==> config.mk <==
export PLATFORM = sky130hd
export DESIGN_NAME = fetch_stage
export DESIGN_NICKNAME = d
export VERILOG_FILES = /design/src/rtl/fetch_stage.sv
export SDC_FILE = /design/constraint.sdc
export NUM_CORES = 1
export LEC_CHECK = 0
export BUFFER_PORTS_ARGS = -buffer_cell sky130_fd_sc_hd__buf_4
export CAP_MARGIN = 20
export CORE_AREA = 2 2 144 146
export CTS_BUF_LIST = sky130_fd_sc_hd__clkbuf_4 sky130_fd_sc_hd__clkbuf_8 sky130_fd_sc_hd__clkbuf_16
export DETAILED_ROUTE_END_ITERATION = 6
export DIE_AREA = 0 0 146 148
export PLACE_DENSITY_LB_ADDON = 0.12
export SYNTH_ARGS = -nofsm -noshare
export SYNTH_HDL_FRONTEND = slang
export SYNTH_SLANG_ARGS = --single-unit
==> constraint.sdc <==
create_clock -name clk -period 2.2 [get_ports clk]
set_clock_uncertainty 0.1 [all_clocks]
set_input_delay 0.33 -clock clk [delete_from_list [all_inputs] [get_ports clk]]
set_output_delay 0.33 -clock clk [all_outputs]
set_load 0.02 [all_outputs]
==> src/rtl/fetch_stage.sv <==
// fetch_stage: instruction-fetch stage plus the IF/ID pipeline register.
//
// Owns the architectural fetch PC, presents it as the instruction-memory
// read address, and latches the fetched word into IF/ID. Per-edge priority
// is reset, then flush (redirect), then stall (hold), then advance (pc+4).
// Fetches outside the text window are replaced by bubbles, but the PC still
// advances so the pipeline can drain past the end of the program.
//
// Ports:
//   clk, rstn      single clock, synchronous active-low reset
//   imem_addr      read address to instruction memory (== pc)
//   imem_rdata     combinational instruction word at imem_addr
//   stall          hold pc and IF/ID this cycle
//   flush          squash IF/ID and load redirect_pc (word aligned)
//   redirect_pc    new fetch address, used only with flush
//   pc             current fetch PC
//   if_id_pc       PC of the instruction held in IF/ID
//   if_id_instr    instruction held in IF/ID (NOP_INSTR when empty)
//   if_id_valid    IF/ID holds a real instruction
//   oob            pc lies outside [TEXT_START, TEXT_START+TEXT_BYTES)
//   cnt_cycles     saturating count of non-reset cycles
//   cnt_stalls     saturating count of effective stall cycles
//   cnt_flushes    saturating count of flush cycles
module fetch_stage #(
  parameter logic [31:0] TEXT_START = 32'h00400000,
  parameter int unsigned TEXT_BYTES = 1024,
  parameter logic [31:0] NOP_INSTR  = 32'h00000013
) (
  input  logic        clk,
  input  logic        rstn,
  output logic [31:0] imem_addr,
  input  logic [31:0] imem_rdata,
  input  logic        stall,
  input  logic        flush,
  input  logic [31:0] redirect_pc,
  output logic [31:0] pc,
  output logic [31:0] if_id_pc,
  output logic [31:0] if_id_instr,
  output logic        if_id_valid,
  output logic        oob,
  output logic [31:0] cnt_cycles,
  output logic [31:0] cnt_stalls,
  output logic [31:0] cnt_flushes
);

  // Window bounds carried in 33 bits so the upper bound cannot overflow.
  localparam logic [32:0] TEXT_LO = {1'b0, TEXT_START};
  localparam logic [32:0] TEXT_HI = {1'b0, TEXT_START} + 33'(TEXT_BYTES);

  function automatic logic [31:0] sat_inc(input logic [31:0] v);
    return (v == 32'hFFFF_FFFF) ? v : v + 32'd1;
  endfunction

  typedef enum logic {RUN, HOLD} state_t;

  state_t      state_q, state_d;
  logic [31:0] pc_p0;
  logic [31:0] if_id_pc_p1, if_id_instr_p1;
  logic        vld_p1;
  logic [31:0] cnt_cycles_q, cnt_stalls_q, cnt_flushes_q;
  logic [31:0] cnt_cycles_d, cnt_stalls_d, cnt_flushes_d;
  logic        stall_eff, advance, oob_p0;

  assign stall_eff = stall && !flush;
  assign advance   = !stall && !flush;
  assign oob_p0    = ({1'b0, pc_p0} < TEXT_LO) || ({1'b0, pc_p0} >= TEXT_HI);

  assign cnt_cycles_d  = sat_inc(cnt_cycles_q);
  assign cnt_stalls_d  = stall_eff ? sat_inc(cnt_stalls_q) : cnt_stalls_q;
  assign cnt_flushes_d = flush ? sat_inc(cnt_flushes_q) : cnt_flushes_q;

  // FSM: tracks whether the stage is currently held by a stall.
  always_ff @(posedge clk) begin
    if (!rstn) state_q <= RUN;
    else       state_q <= state_d;
  end

  always_comb begin
    state_d = state_q;
    if (flush)          state_d = RUN;
    else if (stall_eff) state_d = HOLD;
    else                state_d = RUN;
  end

  // Stage 0: fetch PC register.
  always_ff @(posedge clk) begin
    if (!rstn)        pc_p0 <= TEXT_START;
    else if (flush)   pc_p0 <= redirect_pc & 32'hFFFF_FFFC;
    else if (advance) pc_p0 <= pc_p0 + 32'd4;
  end

  // Stage 1: IF/ID register. Out-of-window fetches become bubbles but keep
  // their PC so downstream can still see where fetch has got to.
  always_ff @(posedge clk) begin
    if (!rstn || flush) begin
      if_id_pc_p1    <= 32'd0;
      if_id_instr_p1 <= NOP_INSTR;
      vld_p1         <= 1'b0;
    end else if (advance) begin
      if_id_pc_p1    <= pc_p0;
      if_id_instr_p1 <= oob_p0 ? NOP_INSTR : imem_rdata;
      vld_p1         <= !oob_p0;
    end
  end

  always_ff @(posedge clk) begin
    if (!rstn) begin
      cnt_cycles_q  <= 32'd0;
      cnt_stalls_q  <= 32'd0;
      cnt_flushes_q <= 32'd0;
    end else begin
      cnt_cycles_q  <= cnt_cycles_d;
      cnt_stalls_q  <= cnt_stalls_d;
      cnt_flushes_q <= cnt_flushes_d;
    end
  end

  assign imem_addr   = pc_p0;
  assign pc          = pc_p0;
  assign oob         = oob_p0;
  assign if_id_pc    = if_id_pc_p1;
  assign if_id_instr = if_id_instr_p1;
  assign if_id_valid = vld_p1;
  assign cnt_cycles  = cnt_cycles_q;
  assign cnt_stalls  = cnt_stalls_q;
  assign cnt_flushes = cnt_flushes_q;

endmodule

-- Yosys cells after proc, flatten, opt, wreduce, memory -nomap -nowiden
Index checks and enable logic that the tools add are counted.
- register bits: 193
- input port bits: 68
- word-level logic and storage cells: 35
- add/sub/neg operators: 4
- order comparisons: 2
- eq/ne operators: 3
- multiplexer cells: 3
- bitwise logic cells: 3
- reductions and logical operators: 12
- operators with widths (kind ; number):
    $add A32 B1 Y32 const B ; 3
    $eq A32 B32 Y1 const B ; 3
    $mux W32 ; 3
    $add A32 B3 Y32 const B ; 1
    $ge A32 B23 Y1 const B ; 1
    $lt A32 B23 Y1 const B ; 1
    $logic_not A1 Y1 ; 4
    $reduce_and A2 Y1 ; 2
    $not A1 Y1 ; 3
    $logic_and A1 B1 Y1 ; 2
    $logic_or A1 B1 Y1 ; 2
    $reduce_bool A2 Y1 ; 1
    $reduce_or A2 Y1 ; 1

-- Depth between registers and ports, before layout
- word-level depth: 4
- mapped depth: 8

-- Worst setup path after synthesis
OpenSTA, ideal clock, no wires.
- kind: register to register
- start point: register cnt_flushes_q[0], in the netlist cnt_flushes[0]
- end point: register cnt_flushes_q[30], in the netlist cnt_flushes[30]
- library setup time: 0.070 ns
- arrival: 2.131 ns
- required time: 2.030 ns
- path slack: -0.100 ns
- stages on the path, launching flop included: 8
- path buffers: 1
- period minus slack after synthesis: 2.300 ns
- cell sequence: dfxtp_1 -> ha_1 -> and3_1 -> buf_4 -> nand3_4 -> or4_4 -> or4_1 -> a21oi_1
- longest elaborated chain between the ends: 3
- elaborated cells on any way between the ends: 4
- those cells by class: add/sub: 1; eq/ne: 1; bitwise: 1; reduce/logical: 1
- RTL lines (element ; line ; text):
    from (decl) ; 60 ; logic [31:0] cnt_cycles_q, cnt_stalls_q, cnt_flushes_q;
    from (signal assigned) ; 114 ; cnt_flushes_q <= cnt_flushes_d;
    branches (longest 3 deep; another with $add A32 B1 Y32) ; n/a ;
Parallel ways; which one is timed is not known.
A chain may end at the register's enable or synchronous reset.

-- Worst setup path in the final report
- start point: register pc_p0[30], in the netlist imem_addr[30]
- end point: output port oob
- longest elaborated chain between the ends: 2
- elaborated cells on any way between the ends: 3
- those cells by class: order compare: 2; reduce/logical: 1
- RTL lines (element ; line ; text):
    from (decl) ; 57 ; logic [31:0] pc_p0;
    from (signal assigned) ; 88 ; else if (flush) pc_p0 <= redirect_pc & 32'hFFFF_FFFC;
    from (signal assigned) ; 89 ; else if (advance) pc_p0 <= pc_p0 + 32'd4;
    $lt A32 B23 Y1 or $ge A32 B23 Y1 (tied branches) ; 66 ; assign oob_p0 = ({1'b0, pc_p0} < TEXT_LO) || ({1'b0, pc_p0} >= TEXT_HI);
    $logic_or A1 B1 Y1 (*) ; 66 ;
    to (decl) ; 40 ; output logic oob,
Every way passes the cells marked *; elsewhere a longest branch is shown, timed or not.

==> impl_metrics.toml <==
[global_route]
antenna_found_initial = 0
grt_max_degree = 51
first_global_vias = 8311
grt_usage_pct = 25.1
grt_pass1_wl_microns = 43800
grt_overflow = 0

[yosys]
syn-instance-count = 1076
yosysWarnings = 0
yosysSeqAreaShare_pct = 41.6
synth_common_cells = "dfxtp_1, nand2_1, nor2_1"
ys_ff_latch = 189
syn_area_sq_um = 9090
ys_types = 65
yosysMostFrequentCell = "dfxtp_1"
synth_area_leaders = "dfxtp_1, mux2i_1, a21oi_1"
yosysTopAreaCell = "dfxtp_1"
ys_async_sr_fraction_pct = 0
syn_avg_cell_area_sq_um = 8.45
synth.top_cell.area_share_pct = 41.6
synth_edf_count = 0
synth_ff_type = "dfxtp_1"

[clock_tree]
cts.hold.buffers_added = 0
clockBufferDepth = 2
clk_pin_slew_ps = 70
cts_root_buffer = "clkbuf_16"
htreeDepth = 4
cts_made_buffers = 17
clk_latency_ps = 430
cts_tree = "built"
cts_sinks = 189

[floorplanning]
ios = 294
rows = 52
fp.coreArea_sq_um = 20000
die_x_microns = 146
die_area_sq_um = 21600
die_h_microns = 148
start_util_pct = 45.4

[cells_and_area]
ff_latch_area_sq_um = 3790
final_cell_area_sq_um = 12600
final_core_util_pct = 62.7
area_growth_syn_to_layout_pct = 38.2
layout-drive-gt1-share_pct = 33.0
nets = 1468
multi_input_area_sq_um = 4830
fill_cells = 1826
antenna_cells = 0

[placed_design]
postPlaceCellArea_sq_um = 11900
place_congestion = 0.845
io_buffers = 285
hpwlAfterDp_microns = 20300

[sta]
rsz0062_at_grt = "true"
clock.fmax_mhz = 447
setup_slack_ps = -35.9
min_period_over_period_pct = 102
setup_viol = 1
finalCriticalPeriod_ps = 2240
fin_hold_ws_ps = 38.9
hold_violations = 0
slew_headroom_pct = 60.2
tightestPinTransition_ps = 583
drv_slew = 0

[critical_path]
worstPathArrival_ps = 1810
rrSetupSlack_ps = 100
worst-path-max-fanout = 2
cp_slowest_cell = "dfxtp_2"
critical_path_class = "reg2out"
end_kind = "output port"
cp.required_ps = 1770
reg2reg_to = "cnt_stalls[13]"
cp-start-kind = "flip-flop"
r2r_start = "cnt_stalls[25]"
path_cells = "nor4_2 > buf_4 > nand4_1 > nor4_2 > buf_4 > inv_4 > buf_6"
reg2reg_depth = 6
slowest_delay_ps = 330

[flow_run]
drv_cap = 0

[worst_hold_path]
hold_start = "redirect_pc[3]"
min_to = "imem_addr[3]"
worstHoldPathCells = 3
hp-class = "in2reg"

[routing]
route.detailed.wl_per_inst_microns = 16.8
routed_wl_microns = 28200
avgViaCountPerCell = 5.41
drtIter0Drc = 578
dr.pass1.iters = 7
vias = 9076
drc = 0
antenna_left = 0

[power_and_ir_drop]
p_leak_nw = 5.13
ir_drop_v = 0.000550
p_per_area_nw_per_um2 = 589

[outcome]
violations = "setup timing"
status = "finished with violations"
-- metrics by stage --
stage / setup TNS, ps / total power, mW / worst slack [ps] / cells
2_1_floorplan: -88.4 / 4.05 / -88.4 / 1081
3_3_place_gp: 0 / 4.39 / 109 / 1643
3_5_place_dp: 0 / 4.40 / 73.6 / 1643
4_1_cts: -86.1 / 7.45 / -86.1 / 1677
5_1_grt: -159 / 7.67 / -154 / 1678
6_report: -35.9 / 7.39 / -35.9 / 1678
-- power breakdown --
group | leakage, nW | internal, mW | switching, mW | total [mW]
sequential | 1.53 | 3.48 | 0.0572 | 3.54
combinational | 3.31 | 0.340 | 0.458 | 0.798
clock | 0.288 | 1.69 | 1.36 | 3.06
-- worst max path at each step --
stage | slack [ps] | from | cells past startpoint | end
after global routing | -150 | imem_addr[30] | 7 | oob
after floorplan | -90 | cnt_flushes[1] | 7 | cnt_flushes[30]
after detailed placement | 70 | stall | 7 | cnt_stalls[26]
final | -40 | imem_addr[30] | 7 | oob
after global placement | 110 | stall | 7 | cnt_stalls[28]
after CTS | -90 | imem_addr[30] | 7 | oob
-- registers in the layout (all words and copies together), names as in the netlist --
register,cells
cnt_stalls,32
if_id_instr,32
cnt_cycles,32
if_id_pc,30
imem_addr,30
if_id_valid,1
cnt_flushes,32
-- cell type report --
cell class                 count  share of cell area [%]
timing repair buffer         391                    23.6
clock buffer                  22                    3.84
tap                          270                    2.69
sequential                   189                    30.2
clock inverter                10                   0.857
inverter                      13                   0.408
multi-input combinational    783                    38.4
-- logic make-up (layout without fill, tap and decap cells) --
kind of cell / count (synthesis) / in the layout / share of synthesized area (%)
XOR/XNOR: 47 / 47 / 4.53
flip-flops: 189 / 189 / 41.6
multiplexers: 46 / 46 / 5.07
AND/OR/NAND/NOR: 471 / 471 / 27.7
adder cells (fa/ha/maj): 5 / 5 / 0.688
other: 1 / 6 / 0.0413
AO/OA/AOI/OAI: 208 / 208 / 14.0
buffers and inverters: 109 / 436 / 6.35
-- critical path: cells and delay by family, from the launching register on --
family,cells,cell delay (ps)
AND/OR/NAND/NOR,3,580
flip-flops,1,330
buffers and inverters,4,480
-- cell usage in the layout, fill, tap and decap left out, types with 12 or more instances in the layout --
cell,synthesis,final
buf_4,41,387
dfxtp_1,189,181
nand2_1,105,104
nor2_1,90,89
a21oi_1,87,87
nand3_1,73,71
mux2i_1,46,46
o21ai_0,39,39
xnor2_1,32,32
nand4_1,29,29
or3_1,29,28
nor3_1,21,20
nand2b_1,17,17
clkbuf_16,0,17
and3_1,17,16
xor2_1,15,15
a211oi_1,15,15
and2_1,14,14
and4_1,15,13
or4_1,13,13
nor4_1,16,12
o31ai_1,12,12
-- per-layer routing --
metal / global-route usage [%] / up-vias / share of wire (%)
met3: 6.02 / 38 / 6.3
met4: 7.38 / 0 / 1.8
li1: - / 4481 / -
met1: 32.7 / 4269 / 44
met2: 41.7 / 288 / 48
met5: 0 / - / 0
-- timing repair --
| item | in CTS | in global routing |
|---|---|---|
| setup endpoints to repair | 1 | 12 |
| cloned | 0 | 1 |
| setup buffers | 2 | 0 |
| pin swaps | 4 | 3 |
| gates resized for setup | 8 | 14 |
(Power assumes the default switching activity.)
